`src/rtl/shared_counters_pkg.sv`:
```
// rtl/shared_counters_pkg.sv - shared types and width helpers for shared_counter_pool
package shared_counters_pkg;

  typedef enum logic [2:0] {
    OP_NOP   = 3'd0,
    OP_INC   = 3'd1,
    OP_ALLOC = 3'd2,
    OP_FREE  = 3'd3,
    OP_LOAD  = 3'd4,
    OP_READ  = 3'd5
  } cmd_op_e;

  typedef enum logic {
    IDLE = 1'b0,
    READ = 1'b1
  } rd_state_e;

  function automatic int id_width(input int n);
    return (n > 1) ? $clog2(n) : 1;
  endfunction

  function automatic int size_width(input int max_len);
    return $clog2(max_len + 1);
  endfunction

  localparam int N_DEFAULT      = 10;
  localparam int ID_W_DEFAULT   = id_width(N_DEFAULT);
  localparam int SIZE_W_DEFAULT = size_width(N_DEFAULT);

endpackage

```
`src/rtl/shared_counter_pool_if.sv`:
```
// rtl/shared_counter_pool_if.sv - command, response and read-stream bundle of shared_counter_pool
interface shared_counter_pool_if
  import shared_counters_pkg::*;
#(
  parameter int N       = 10,
  parameter int G       = 4,
  parameter int MAX_LEN = N
);
  localparam int ID_W   = id_width(N);
  localparam int SIZE_W = size_width(MAX_LEN);

  logic              cmd_valid;
  logic              cmd_ready;
  logic [2:0]        cmd_op;
  logic [ID_W-1:0]   cmd_id;
  logic [SIZE_W-1:0] cmd_size;
  logic [G-1:0]      cmd_data;
  logic              rsp_valid;
  logic [ID_W-1:0]   rsp_id;
  logic              rsp_err;
  logic              rd_valid;
  logic              rd_ready;
  logic [G-1:0]      rd_data;
  logic              rd_last;

  modport master (
    output cmd_valid, cmd_op, cmd_id, cmd_size, cmd_data, rd_ready,
    input  cmd_ready, rsp_valid, rsp_id, rsp_err, rd_valid, rd_data, rd_last
  );

  modport slave (
    input  cmd_valid, cmd_op, cmd_id, cmd_size, cmd_data, rd_ready,
    output cmd_ready, rsp_valid, rsp_id, rsp_err, rd_valid, rd_data, rd_last
  );
endinterface

```
`src/rtl/sc_first_fit.sv`:
```
// rtl/sc_first_fit.sv - lowest base with size contiguous free slices
module sc_first_fit
  import shared_counters_pkg::*;
#(
  parameter int N       = 10,
  parameter int MAX_LEN = N,
  localparam int ID_W   = id_width(N),
  localparam int SIZE_W = size_width(MAX_LEN)
) (
  input  logic [N-1:0]      used,
  input  logic [SIZE_W-1:0] size,
  output logic              found,
  output logic [ID_W-1:0]   base
);

  // Scan high to low so the last hit written is the lowest base.
  always_comb begin : search
    logic fit;
    fit   = 1'b0;
    found = 1'b0;
    base  = '0;
    for (int b = N - 1; b >= 0; b--) begin
      fit = (size != '0) && (b + int'(size) <= N);
      for (int j = 0; j < N; j++) begin
        if (j >= b && j < b + int'(size) && used[j]) fit = 1'b0;
      end
      if (fit) begin
        found = 1'b1;
        base  = ID_W'(b);
      end
    end
  end

endmodule

```
`src/rtl/shared_counter_pool.sv`:
```
// rtl/shared_counter_pool.sv - pool of G-bit slices grouped into variable-length counters
// Define SHARED_COUNTER_SATURATE_EN for saturating counters; default wraps modulo 2^(len*G).
module shared_counter_pool
  import shared_counters_pkg::*;
#(
  parameter int N       = 10,
  parameter int G       = 4,
  parameter int MAX_LEN = N
) (
  input  logic                 clk,
  input  logic                 rst,
  shared_counter_pool_if.slave bus,
  input  logic [N-1:0]         inc_req,
  output logic [N-1:0]         ovf,
  output logic [N*G-1:0]       cnt_flat
);
  localparam int ID_W   = id_width(N);
  localparam int SIZE_W = size_width(MAX_LEN);
  localparam logic [G-1:0] ONES = '1;

  logic [G-1:0]         data_q [N];
  logic [G-1:0]         data_n [N];
  logic [G-1:0]         sum    [N];
  logic [SIZE_W-1:0]    len_q  [N];
  logic [SIZE_W-1:0]    len_n  [N];
  logic [ID_W-1:0]      base_of[N];
  logic [N-1:0]         used_q, used_n, head_q, head_n;
  logic [N-1:0]         inc_en, wrap, sat_hold, ovf_n;
  rd_state_e            state_q, state_n;
  logic [MAX_LEN*G-1:0] snap_q, snap_n, snap_fill;
  logic [SIZE_W-1:0]    beat_q, beat_n, rd_len_q, rd_len_n, id_len;
  logic                 accept, id_ok, size_ok, fit_found;
  logic [ID_W-1:0]      fit_base, rsp_id_n;
  logic                 rsp_valid_n, rsp_err_n;
  logic                 do_inc, do_free, do_load, do_read, do_alloc;

  sc_first_fit #(.N(N), .MAX_LEN(MAX_LEN)) u_first_fit (
    .used  (used_q),
    .size  (bus.cmd_size),
    .found (fit_found),
    .base  (fit_base)
  );

  assign accept  = bus.cmd_valid && bus.cmd_ready;
  assign size_ok = (bus.cmd_size != '0) && (int'(bus.cmd_size) <= MAX_LEN);

  always_comb begin : decode
    id_ok  = 1'b0;
    id_len = '0;
    for (int i = 0; i < N; i++) begin
      if (bus.cmd_id == ID_W'(i)) begin
        id_ok  = head_q[i];
        id_len = len_q[i];
      end
    end
    do_inc      = accept && (bus.cmd_op == OP_INC)  && id_ok;
    do_free     = accept && (bus.cmd_op == OP_FREE) && id_ok;
    do_load     = accept && (bus.cmd_op == OP_LOAD) && id_ok;
    do_read     = accept && (bus.cmd_op == OP_READ) && id_ok;
    do_alloc    = accept && (bus.cmd_op == OP_ALLOC) && size_ok && fit_found;
    rsp_valid_n = accept && (bus.cmd_op != OP_NOP);
    rsp_id_n    = bus.cmd_id;
    rsp_err_n   = 1'b0;
    case (bus.cmd_op)
      OP_NOP:   rsp_err_n = 1'b0;
      OP_ALLOC: begin
        rsp_err_n = !(size_ok && fit_found);
        rsp_id_n  = rsp_err_n ? '0 : fit_base;
      end
      OP_INC, OP_FREE, OP_LOAD, OP_READ: rsp_err_n = !id_ok;
      default:  rsp_err_n = 1'b1;
    endcase
  end

  // Carry enters at each head and ripples through the continuation slices of that counter.
  always_comb begin : chain
    logic [ID_W-1:0] cur;
    logic            c;
    cur = '0;
    c   = 1'b0;
    for (int i = 0; i < N; i++) begin
      if (head_q[i]) cur = ID_W'(i);
      base_of[i] = cur;
      inc_en[i]  = head_q[i]
                 && (inc_req[i] || (do_inc && bus.cmd_id == ID_W'(i)))
                 && !((do_free || do_load) && bus.cmd_id == ID_W'(i));
      if (head_q[i])       c = inc_en[i];
      else if (!used_q[i]) c = 1'b0;
      sum[i]  = data_q[i] + G'(c);
      c       = c && (data_q[i] == ONES);
      wrap[i] = c && used_q[i]
              && ((i == N - 1) || !used_q[(i + 1) % N] || head_q[(i + 1) % N]);
    end
  end

  always_comb begin : wrap_map
    ovf_n = '0;
    for (int b = 0; b < N; b++) begin
      for (int i = 0; i < N; i++) begin
        if (wrap[i] && base_of[i] == ID_W'(b)) ovf_n[b] = 1'b1;
      end
    end
`ifdef SHARED_COUNTER_SATURATE_EN
    sat_hold = '0;
    for (int i = 0; i < N; i++) begin
      for (int j = 0; j < N; j++) begin
        if (wrap[j] && base_of[j] == base_of[i]) sat_hold[i] = 1'b1;
      end
    end
`else
    sat_hold = '0;
`endif
  end

  // FREE/LOAD override the increment result of the addressed counter.
  always_comb begin : next_state
    data_n = data_q;
    len_n  = len_q;
    used_n = used_q;
    head_n = head_q;
    for (int i = 0; i < N; i++) begin
      if (used_q[i] && !sat_hold[i]) data_n[i] = sum[i];
      if ((do_free || do_load) && used_q[i] && base_of[i] == bus.cmd_id) begin
        data_n[i] = (do_load && bus.cmd_id == ID_W'(i)) ? bus.cmd_data : '0;
        if (do_free) begin
          used_n[i] = 1'b0;
          head_n[i] = 1'b0;
          len_n[i]  = '0;
        end
      end
      if (do_alloc && i >= int'(fit_base) && i < int'(fit_base) + int'(bus.cmd_size)) begin
        used_n[i] = 1'b1;
        head_n[i] = (i == int'(fit_base));
        data_n[i] = '0;
        len_n[i]  = (i == int'(fit_base)) ? bus.cmd_size : '0;
      end
    end
  end

  always_comb begin : snapshot
    snap_fill = '0;
    for (int k = 0; k < MAX_LEN; k++) begin
      for (int j = 0; j < N; j++) begin
        if (j == int'(bus.cmd_id) + k && k < int'(id_len)) snap_fill[k*G +: G] = data_q[j];
      end
    end
  end

  always_comb begin : read_fsm
    state_n  = state_q;
    beat_n   = beat_q;
    rd_len_n = rd_len_q;
    snap_n   = snap_q;
    case (state_q)
      IDLE: if (do_read) begin
        state_n  = READ;
        beat_n   = '0;
        rd_len_n = id_len;
        snap_n   = snap_fill;
      end
      READ: if (bus.rd_ready) begin
        if (beat_q == rd_len_q - 1'b1) state_n = IDLE;
        else                           beat_n  = beat_q + 1'b1;
        snap_n = snap_q >> G;
      end
      default: state_n = IDLE;
    endcase
  end

  assign bus.cmd_ready = (state_q == IDLE);
  assign bus.rd_valid  = (state_q == READ);
  assign bus.rd_data   = snap_q[G-1:0];
  assign bus.rd_last   = (state_q == READ) && (beat_q == rd_len_q - 1'b1);

  for (genvar gi = 0; gi < N; gi++) begin : g_flat
    assign cnt_flat[gi*G +: G] = data_q[gi];
  end

  always_ff @(posedge clk) begin
    if (rst) begin
      for (int i = 0; i < N; i++) begin
        data_q[i] <= '0;
        len_q[i]  <= '0;
      end
      used_q        <= '0;
      head_q        <= '0;
      state_q       <= IDLE;
      snap_q        <= '0;
      beat_q        <= '0;
      rd_len_q      <= '0;
      bus.rsp_valid <= 1'b0;
      bus.rsp_err   <= 1'b0;
      bus.rsp_id    <= '0;
      ovf           <= '0;
    end else begin
      data_q        <= data_n;
      len_q         <= len_n;
      used_q        <= used_n;
      head_q        <= head_n;
      state_q       <= state_n;
      snap_q        <= snap_n;
      beat_q        <= beat_n;
      rd_len_q      <= rd_len_n;
      bus.rsp_valid <= rsp_valid_n;
      bus.rsp_err   <= rsp_err_n;
      bus.rsp_id    <= rsp_id_n;
      ovf           <= ovf_n;
    end
  end

endmodule

```
`src/flat_wrapper.sv`:
```
// flat-port wrapper written by rule: the top's interface ports become plain ports
module shared_counter_pool_flat import shared_counters_pkg::*;
#(
  parameter int N       = 10,
  parameter int G       = 4,
  parameter int MAX_LEN = N
)
  (clk, rst, inc_req, ovf, cnt_flat, bus_cmd_valid, bus_cmd_op, bus_cmd_id, bus_cmd_size, bus_cmd_data, bus_rd_ready, bus_cmd_ready, bus_rsp_valid, bus_rsp_id, bus_rsp_err, bus_rd_valid, bus_rd_data, bus_rd_last);
  shared_counter_pool_if #(.N(N), .G(G), .MAX_LEN(MAX_LEN)) bus_i ();
  input  logic clk;
  input  logic rst;
  input  logic [N-1:0] inc_req;
  output logic [N-1:0] ovf;
  output logic [N*G-1:0] cnt_flat;
  input wire logic [$bits(bus_i.cmd_valid)-1:0] bus_cmd_valid;
  input wire logic [$bits(bus_i.cmd_op)-1:0] bus_cmd_op;
  input wire logic [$bits(bus_i.cmd_id)-1:0] bus_cmd_id;
  input wire logic [$bits(bus_i.cmd_size)-1:0] bus_cmd_size;
  input wire logic [$bits(bus_i.cmd_data)-1:0] bus_cmd_data;
  input wire logic [$bits(bus_i.rd_ready)-1:0] bus_rd_ready;
  output wire logic [$bits(bus_i.cmd_ready)-1:0] bus_cmd_ready;
  output wire logic [$bits(bus_i.rsp_valid)-1:0] bus_rsp_valid;
  output wire logic [$bits(bus_i.rsp_id)-1:0] bus_rsp_id;
  output wire logic [$bits(bus_i.rsp_err)-1:0] bus_rsp_err;
  output wire logic [$bits(bus_i.rd_valid)-1:0] bus_rd_valid;
  output wire logic [$bits(bus_i.rd_data)-1:0] bus_rd_data;
  output wire logic [$bits(bus_i.rd_last)-1:0] bus_rd_last;
  assign bus_i.cmd_valid = bus_cmd_valid;
  assign bus_i.cmd_op = bus_cmd_op;
  assign bus_i.cmd_id = bus_cmd_id;
  assign bus_i.cmd_size = bus_cmd_size;
  assign bus_i.cmd_data = bus_cmd_data;
  assign bus_i.rd_ready = bus_rd_ready;
  assign bus_cmd_ready = bus_i.cmd_ready;
  assign bus_rsp_valid = bus_i.rsp_valid;
  assign bus_rsp_id = bus_i.rsp_id;
  assign bus_rsp_err = bus_i.rsp_err;
  assign bus_rd_valid = bus_i.rd_valid;
  assign bus_rd_data = bus_i.rd_data;
  assign bus_rd_last = bus_i.rd_last;
  shared_counter_pool #(.N(N), .G(G), .MAX_LEN(MAX_LEN)) u_core (.clk(clk), .rst(rst), .bus(bus_i), .inc_req(inc_req), .ovf(ovf), .cnt_flat(cnt_flat));
endmodule
```
`config.mk`:
```
export PLATFORM = sky130hd
export DESIGN_NAME = shared_counter_pool_flat
export DESIGN_NICKNAME = d
export VERILOG_FILES = /design/src/rtl/shared_counters_pkg.sv /design/src/rtl/shared_counter_pool_if.sv /design/src/rtl/sc_first_fit.sv /design/src/rtl/shared_counter_pool.sv /design/src/flat_wrapper.sv
export SDC_FILE = /design/constraint.sdc
export NUM_CORES = 1
export LEC_CHECK = 0
export ABC_AREA = 1
export BUFFER_PORTS_ARGS = -buffer_cell sky130_fd_sc_hd__buf_2
export CORE_ASPECT_RATIO = 2
export CORE_MARGIN = 8
export CORE_UTILIZATION = 40
export CTS_BUF_LIST = sky130_fd_sc_hd__clkbuf_4 sky130_fd_sc_hd__clkbuf_8
export CTS_CLUSTER_DIAMETER = 30
export DETAILED_ROUTE_END_ITERATION = 8
export SLEW_MARGIN = 15
export SYNTH_ARGS = -nofsm -noshare
export SYNTH_HDL_FRONTEND = slang
export SYNTH_HIERARCHICAL = 1
export SYNTH_SLANG_ARGS = --single-unit
```
`constraint.sdc`:
```
create_clock -name clk -period 11.4 [get_ports clk]
set_input_delay 1.71 -clock clk [delete_from_list [all_inputs] [get_ports clk]]
set_output_delay 1.71 -clock clk [all_outputs]
set_load 0.005 [all_outputs]
```
# Yosys cells after proc, flatten, opt, wreduce, memory -nomap -nowiden
# Cells that the tools add are included.
totals:
  reg_bits: 165
  output_inout_bits: 63
  inputBits: 29
op_classes:
  n_eq_ne: 217
  n_reduce_logical: 508
  magnitude_cmp: 95
  muxes: 420
  bitwise: 1
  n_addsub: 31
ops:
  columns: ["op", "n"]
  rows:
  - ["== test 4 x 32 -> 1 bit, first input constant", 36]
  - ["< comparator 4 x 32 -> 1 bit, first input constant", 26]
  - ["2-to-1 mux 4 bit", 193]
  - ["== test 3 x 32 -> 1 bit, first input constant", 18]
  - ["== test 5 x 32 -> 1 bit, first input constant", 18]
  - ["logical AND 1 bit", 389]
  - ["logical NOT 32 bit", 10]
  - ["< comparator 5 x 32 -> 1 bit, first input constant", 10]
  - ["== test 2 x 32 -> 1 bit, first input constant", 9]
  - ["less-or-equal comparator 32 x 5 -> 1 bit, second input constant", 9]
  - ["< comparator 3 x 32 -> 1 bit, first input constant", 7]
  - ["2-to-1 mux 1 bit", 220]
  - ["== test 4 x 3 -> 1 bit, second input constant", 36]
  - ["== test 4 bit, second input constant", 28]
  - ["2-to-1 mux 40 bit", 2]
  - ["case mux 40 bit (2 select lines)", 1]
  - ["== test 4 x 2 -> 1 bit, second input constant", 18]
  - ["< comparator 2 x 32 -> 1 bit, first input constant", 2]
  - ["nonzero test 2 bit", 30]
  - ["== test 4 bit, first input constant", 12]
  - ["< comparator 4 x 5 -> 1 bit, first input constant", 9]
  - ["logical NOT 4 bit", 11]
  - ["adder 4 x 1 -> 4 bit", 10]
  - ["== test 4 x 1 -> 1 bit, second input constant", 9]
  - ["other kinds (47)", 159]

# Logic depth before layout (Yosys ltp)
logic_depth:
  ltp_word: 48
  ltp_mapped: 36

# Cells and area by module
# Netlist, hierarchy kept.
modules_own_cells:
  columns: ["module", "instances", "cells_per_inst", "area_each_um2"]
  rows:
  - ["shared_counter_pool", 1, 1983, 12360.6]
  - ["sc_first_fit", 1, 216, 1146.1]

# Worst setup path before layout
# No wires, ideal clock.
synth_path:
  kind: "input-to-reg"
  start: "input port bus_cmd_size[1]"
  end: "register u_core.used_q[4]"
  stages: 25
  path_slack_ps: 6159
  arrival_ps: 5171
  t_required_ps: 11329
  path_cell_list: "inv_2 ha_1 ha_1 or2_0 o21ai_1 nand3_1 nand2_1 nand2_1 nand2_1 nand2_1 nand2_1 nand2_1 ha_1 fa_1 nand2_1 inv_1 o21ai_0 and2_1 nand3_1 inv_1 o21ai_0 o2111ai_1 a21boi_0 nand2_1 a21oi_1"
synth_via:
  elab_chain_cells: 19
synth_lines:
  columns: ["item", "line", "text"]
  rows:
  - ["start, declared", "flat_wrapper.sv:18", "input wire logic [$bits(bus_i.cmd_size)-1:0] bus_cmd_size;"]
  - ["adder 4 x 4 -> 5 bit, or another cell as far along", "sc_first_fit.sv:23, sc_first_fit.sv:25", null]
  - ["less-or-equal comparator 32 x 5 -> 1 bit, or another cell as far along", "sc_first_fit.sv:23", "fit = (size != '0) && (b + int'(size) <= N);"]
  - ["logical AND 1 bit (on tied branches)", "sc_first_fit.sv:23, sc_first_fit.sv:25", null]
  - ["2-to-1 mux 1 bit", "sc_first_fit.sv:25", "if (j >= b && j < b + int'(size) && used[j]) fit = 1'b0;"]
  - ["2-to-1 mux 4 bit or 2-to-1 mux 1 bit (tied branches) (8 in series)", "sc_first_fit.sv:27, sc_first_fit.sv:25", null]
  - ["2-to-1 mux 4 bit", "sc_first_fit.sv:27", "if (fit) begin"]
  - ["2-to-1 mux 4 bit (*)", "sc_first_fit.sv:27", null]
  - ["named net u_core.fit_base[0]", "shared_counter_pool.sv:33", "logic [ID_W-1:0] fit_base, rsp_id_n;"]
  - ["adder 4 x 4 -> 5 bit or greater-or-equal comparator 3 x 4 -> 1 bit (tied branches)", "shared_counter_pool.sv:131", "if (do_alloc && i >= int'(fit_base) && i < int'(fit_base) + int'(bus.cmd_size)) begin"]
  - ["< comparator 4 x 32 -> 1 bit or logical AND 1 bit (tied branches)", "shared_counter_pool.sv:131", null]
  - ["logical AND 1 bit (*)", "shared_counter_pool.sv:131", null]
  - ["nonzero test 2 bit (no source line)", null, null]
  - ["AND reduction 2 bit (no source line)", null, null]
  - ["end signal, assigned", "shared_counter_pool.sv:198", "used_q <= used_n;"]
  - ["end, declared", "shared_counter_pool.sv:27", "logic [N-1:0] used_q, used_n, head_q, head_n;"]
# The timed path passes the listed nets; every way through them passes the cells marked *.
# A chain may end at the register's enable or synchronous reset.

# Worst setup path in the final report
layout_path:
  start: "input port bus_cmd_size[1]"
  end: "register u_core.used_q[3]"
layout_via:
  elab_chain_cells: 19
layout_lines:
  columns: ["item", "line"]
  rows:
  - ["adder 4 x 4 -> 5 bit, or another cell as far along", "sc_first_fit.sv:23, sc_first_fit.sv:25"]
  - ["less-or-equal comparator 32 x 5 -> 1 bit, or another cell as far along", "sc_first_fit.sv:23"]
  - ["logical AND 1 bit (on tied branches)", "sc_first_fit.sv:23, sc_first_fit.sv:25"]
  - ["2-to-1 mux 1 bit (2 in series)", "sc_first_fit.sv:25"]
  - ["2-to-1 mux 4 bit or 2-to-1 mux 1 bit (tied branches) (7 in series)", "sc_first_fit.sv:27, sc_first_fit.sv:25"]
  - ["2-to-1 mux 4 bit", "sc_first_fit.sv:27"]
  - ["2-to-1 mux 4 bit (*)", "sc_first_fit.sv:27"]
  - ["named net u_core.fit_base[1]", "shared_counter_pool.sv:33"]
  - ["adder 4 x 4 -> 5 bit or greater-or-equal comparator 2 x 4 -> 1 bit (tied branches)", "shared_counter_pool.sv:131"]
  - ["< comparator 3 x 32 -> 1 bit or logical AND 1 bit (tied branches)", "shared_counter_pool.sv:131"]
  - ["logical AND 1 bit (*)", "shared_counter_pool.sv:131"]
  - ["nonzero test 2 bit (no source line)", null]
  - ["AND reduction 2 bit (no source line)", null]
# Marked as above.

==> results_dict.tcl <==
set metrics [dict create \
    clk_pin_slew_ns 0.10 \
    final_net_count 2331 \
    overflow 0 \
    end_kind "flop" \
    max_freq_mhz 142 \
    viasPerCell 6.27 \
    root_buffer "clkbuf_8" \
    routed_wl_um 81100 \
    io-pin-count 92 \
    track_usage 0.399 \
    cp-start-kind "primary input" \
    portBuffers 91 \
    dp_hpwl_um 63200 \
    ys_seq_area_frac 0.245 \
    cts_buffer_depth 2 \
    setup_violations 0 \
    route.met3.wl_um 5850 \
    hold_buffers 0 \
    holdWs_ns 0.470 \
    cts_tree "done" \
    grt_max_degree 59 \
    ant_nets 0 \
    first_pass_iters 6 \
    critical-path-slowest-cell "nor3_1" \
    cts_resized 0 \
    finClkSkew_ns 0.0182 \
    critical-path-top-delay-family "simple AND/OR/NAND/NOR gates" \
    crit_top_cell "nand2_1" \
    grt_pass1_vias 16600 \
    synthTopCellsByArea "dfxtp_1 24%, nand2_1 12%, inv_1 7.7%" \
    drv_cap 0 \
    core_area_um2 33400 \
    postCtsSetupBuffers 0 \
    antenna_found_initial 8 \
    outcome "finished, final reports clean" \
    met1_length_um 24600 \
    irDropWorstVdd_mv 0.0812 \
    wl_per_cell_um 29.9 \
    die_w_um 146 \
    synth.net_count 2275 \
    ys_ff_latch 165 \
    cellPowerDensity_nw_per_um2 89.7 \
    synthFlopType "dfxtp_1" \
    dr_total_vias 17000 \
    start_util 0.404 \
    fin_crit_sh 0.616 \
    dr.max_layer_used "met5" \
    hold_viol 0 \
    fin_crit_ns 7.02 \
    async_flop_share 0 \
    dr_wl_met2_um 40700 \
    slew_viol_final 0 \
    drc 0 \
    cpPeakStageDelay_ns 0.87 \
    synth_top_area_cell "dfxtp_1" \
    fin_tns_setup_ns 0 \
    syn-cell-area_um2 13500 \
    path_buf_inv 1 \
    grt_pass1_wl_um 115000 \
    gp_congestion 1.10 \
    worst_slew_pin_slew_ns 1.26 \
    synth_top_area_share 0.245 \
    syn_avg_cell_area_um2 6.14 \
    placed_cells 2671 \
    htree_levels 4 \
    fill_cells 3807 \
    synth_cell_types 61 \
    crit_type "in2reg" \
    cts_sinks 165 \
    synth-edff-count 0 \
    required_ns 11.79 \
    fin_cells 2710 \
    slew_headroom 0.148 \
    crit_arrival_ns 7.41 \
    cp_max_fo 23 \
    p_leak_nw 5.90 \
    numCtsBuffers 17 \
    hold_class "reg2reg" \
    drive_gt1_frac 0.0988 \
    rsz0062_at_grt "no" \
    rows 95 \
    dieArea_um2 40300 \
    crit_chain "buf_2 > ha_1 > nand2_1 > nand2_1 > nand2_1 > o211ai_1 > nand3_1 > nand2_1 > nor2_1 > nor2_1 > ha_1 > a21o_1 > a21oi_1 > nand2_1 > nand3_1 > nor2_1 > nor3_1 > a41oi_1 > a21oi_1 > nor2_1" \
    netlist_instances 2199 \
    synth_warnings 6 \
    drtIter0Drc 1495 \
    insertion_delay_ns 0.53 \
    fp.dieH_um 276 \
    syn_to_final_growth_pct 9.76 \
    fin_total_pwr_mw 1.33 \
]
==> routing by layer <==
layer,vias to the layer above,global-route usage
li1,7617,-
met1,7978,0.347
met2,991,0.710
met3,416,0.0995
met4,2,0.434
met5,-,0.00249
==> kinds of logic after synthesis <==
group                      synth area share
AOI/OAI and AO/OA                     0.237
xor gates and xnor gates             0.0259
adders and majority gates            0.0441
buffers and inverters                 0.110
DFF                                   0.245
and+or+nand+nor                       0.339
==> cells in the final DEF, fill, tap and decap left out, drive strengths merged, types with 5 or more instances in the layout <==
cell,n
a2111oi,15
a211oi,17
a21oi,156
a221oi,19
a31oi,38
buf,114
clkbuf,17
clkinv,11
dfxtp,165
diode,6
ha,46
inv,310
nand2,470
nand3,142
nand4,47
nor2,285
nor3,66
nor4,19
o2111ai,15
o211ai,28
o21a,7
o21ai,138
o221ai,25
o22ai,30
o31ai,5
o41ai,5
or2,5
xnor2,5
xor2,35
==> power by group <==
| group | internal (mW) | switching (mW) | leakage (nW) |
|---|---|---|---|
| registers | 0.583 | 0.0177 | 1.33 |
| logic | 0.0602 | 0.196 | 4.36 |
| clock network | 0.190 | 0.283 | 0.213 |
| total | 0.833 | 0.497 | 5.90 |
==> final cells by class <==
| class | count | area (um2) | share of cell area |
|---|---|---|---|
| timing repair buffer | 114 | 628 | 0.0424 |
| sequential | 165 | 3300 | 0.223 |
| tap | 436 | 546 | 0.0368 |
| clock buffer | 17 | 234 | 0.0158 |
| antenna | 6 | 15.0 | 0.00101 |
| inverter | 308 | 1160 | 0.0783 |
| clock inverter | 15 | 194 | 0.0131 |
| multi-input combinational | 1649 | 8740 | 0.590 |
==> flip-flops by register name (all words and copies together) (netlist names) <==
| signal | flops |
|---|---|
| u_core/snap_q | 40 |
| u_core/beat_q | 4 |
| u_core/bus.rd_valid | 1 |
| u_core/used_q | 10 |
| u_core/len_q | 40 |
| u_core/rd_len_q | 4 |
| u_core/cnt_flat | 40 |
| u_core/bus.rsp_id | 4 |
| u_core/bus.rsp_valid | 1 |
| u_core/ovf | 10 |
| u_core/head_q | 10 |
| u_core/bus.rsp_err | 1 |
==> final timing paths <==
kind	start	to	slack, ns	cells past startpoint
max	bus_cmd_size[1]	u_core/used_q[3]	4.38	20
min	u_core/len_q[18]	u_core/len_q[18]	0.47	2
max reg2reg	u_core/bus.rd_valid	u_core/cnt_flat[38]	5.96	31
min reg2reg	u_core/len_q[18]	u_core/len_q[18]	0.47	2
==> cell usage after synthesis, types with 6 or more instances <==
library cell  number
dfxtp_1          165
nor2_1           275
inv_2             22
o2111ai_1         15
o221ai_1          25
nand3_1          133
o21ai_1           16
clkinv_1           8
xor2_1            35
a211oi_1          17
a21oi_1          155
o21ai_0          121
a221oi_1          19
a2111oi_0         15
nand3_2            9
nand4_1           46
a31oi_1           38
inv_1            276
nor4_1            19
nand2_2           21
clkbuf_1          67
nand2_1          448
o211ai_1          27
o21a_1             7
ha_1              46
nor2_2             6
o22ai_1           30
nor3_1            63
==> worst register-to-register path: cells and delay by family (launching register included) <==
family / cells / cell delay, ns
compound gates: 3 / 0.59
xor+xnor: 1 / 0.14
fa+ha+maj: 2 / 0.40
buf+inv: 5 / 1.04
flops: 1 / 0.32
simple gates: 20 / 2.86
==> metrics by stage <==
stage                     cell area, um2   util  setup WS (ns)
after floorplan                    13500      -           6.16
after global placement             14400  0.430           3.79
after detailed placement           14400  0.430           3.87
after global routing               14800  0.444           4.12
after CTS                          14800  0.443           4.43
final                              14800  0.444           4.38
Note: power is estimated with default switching activity, not from simulation.
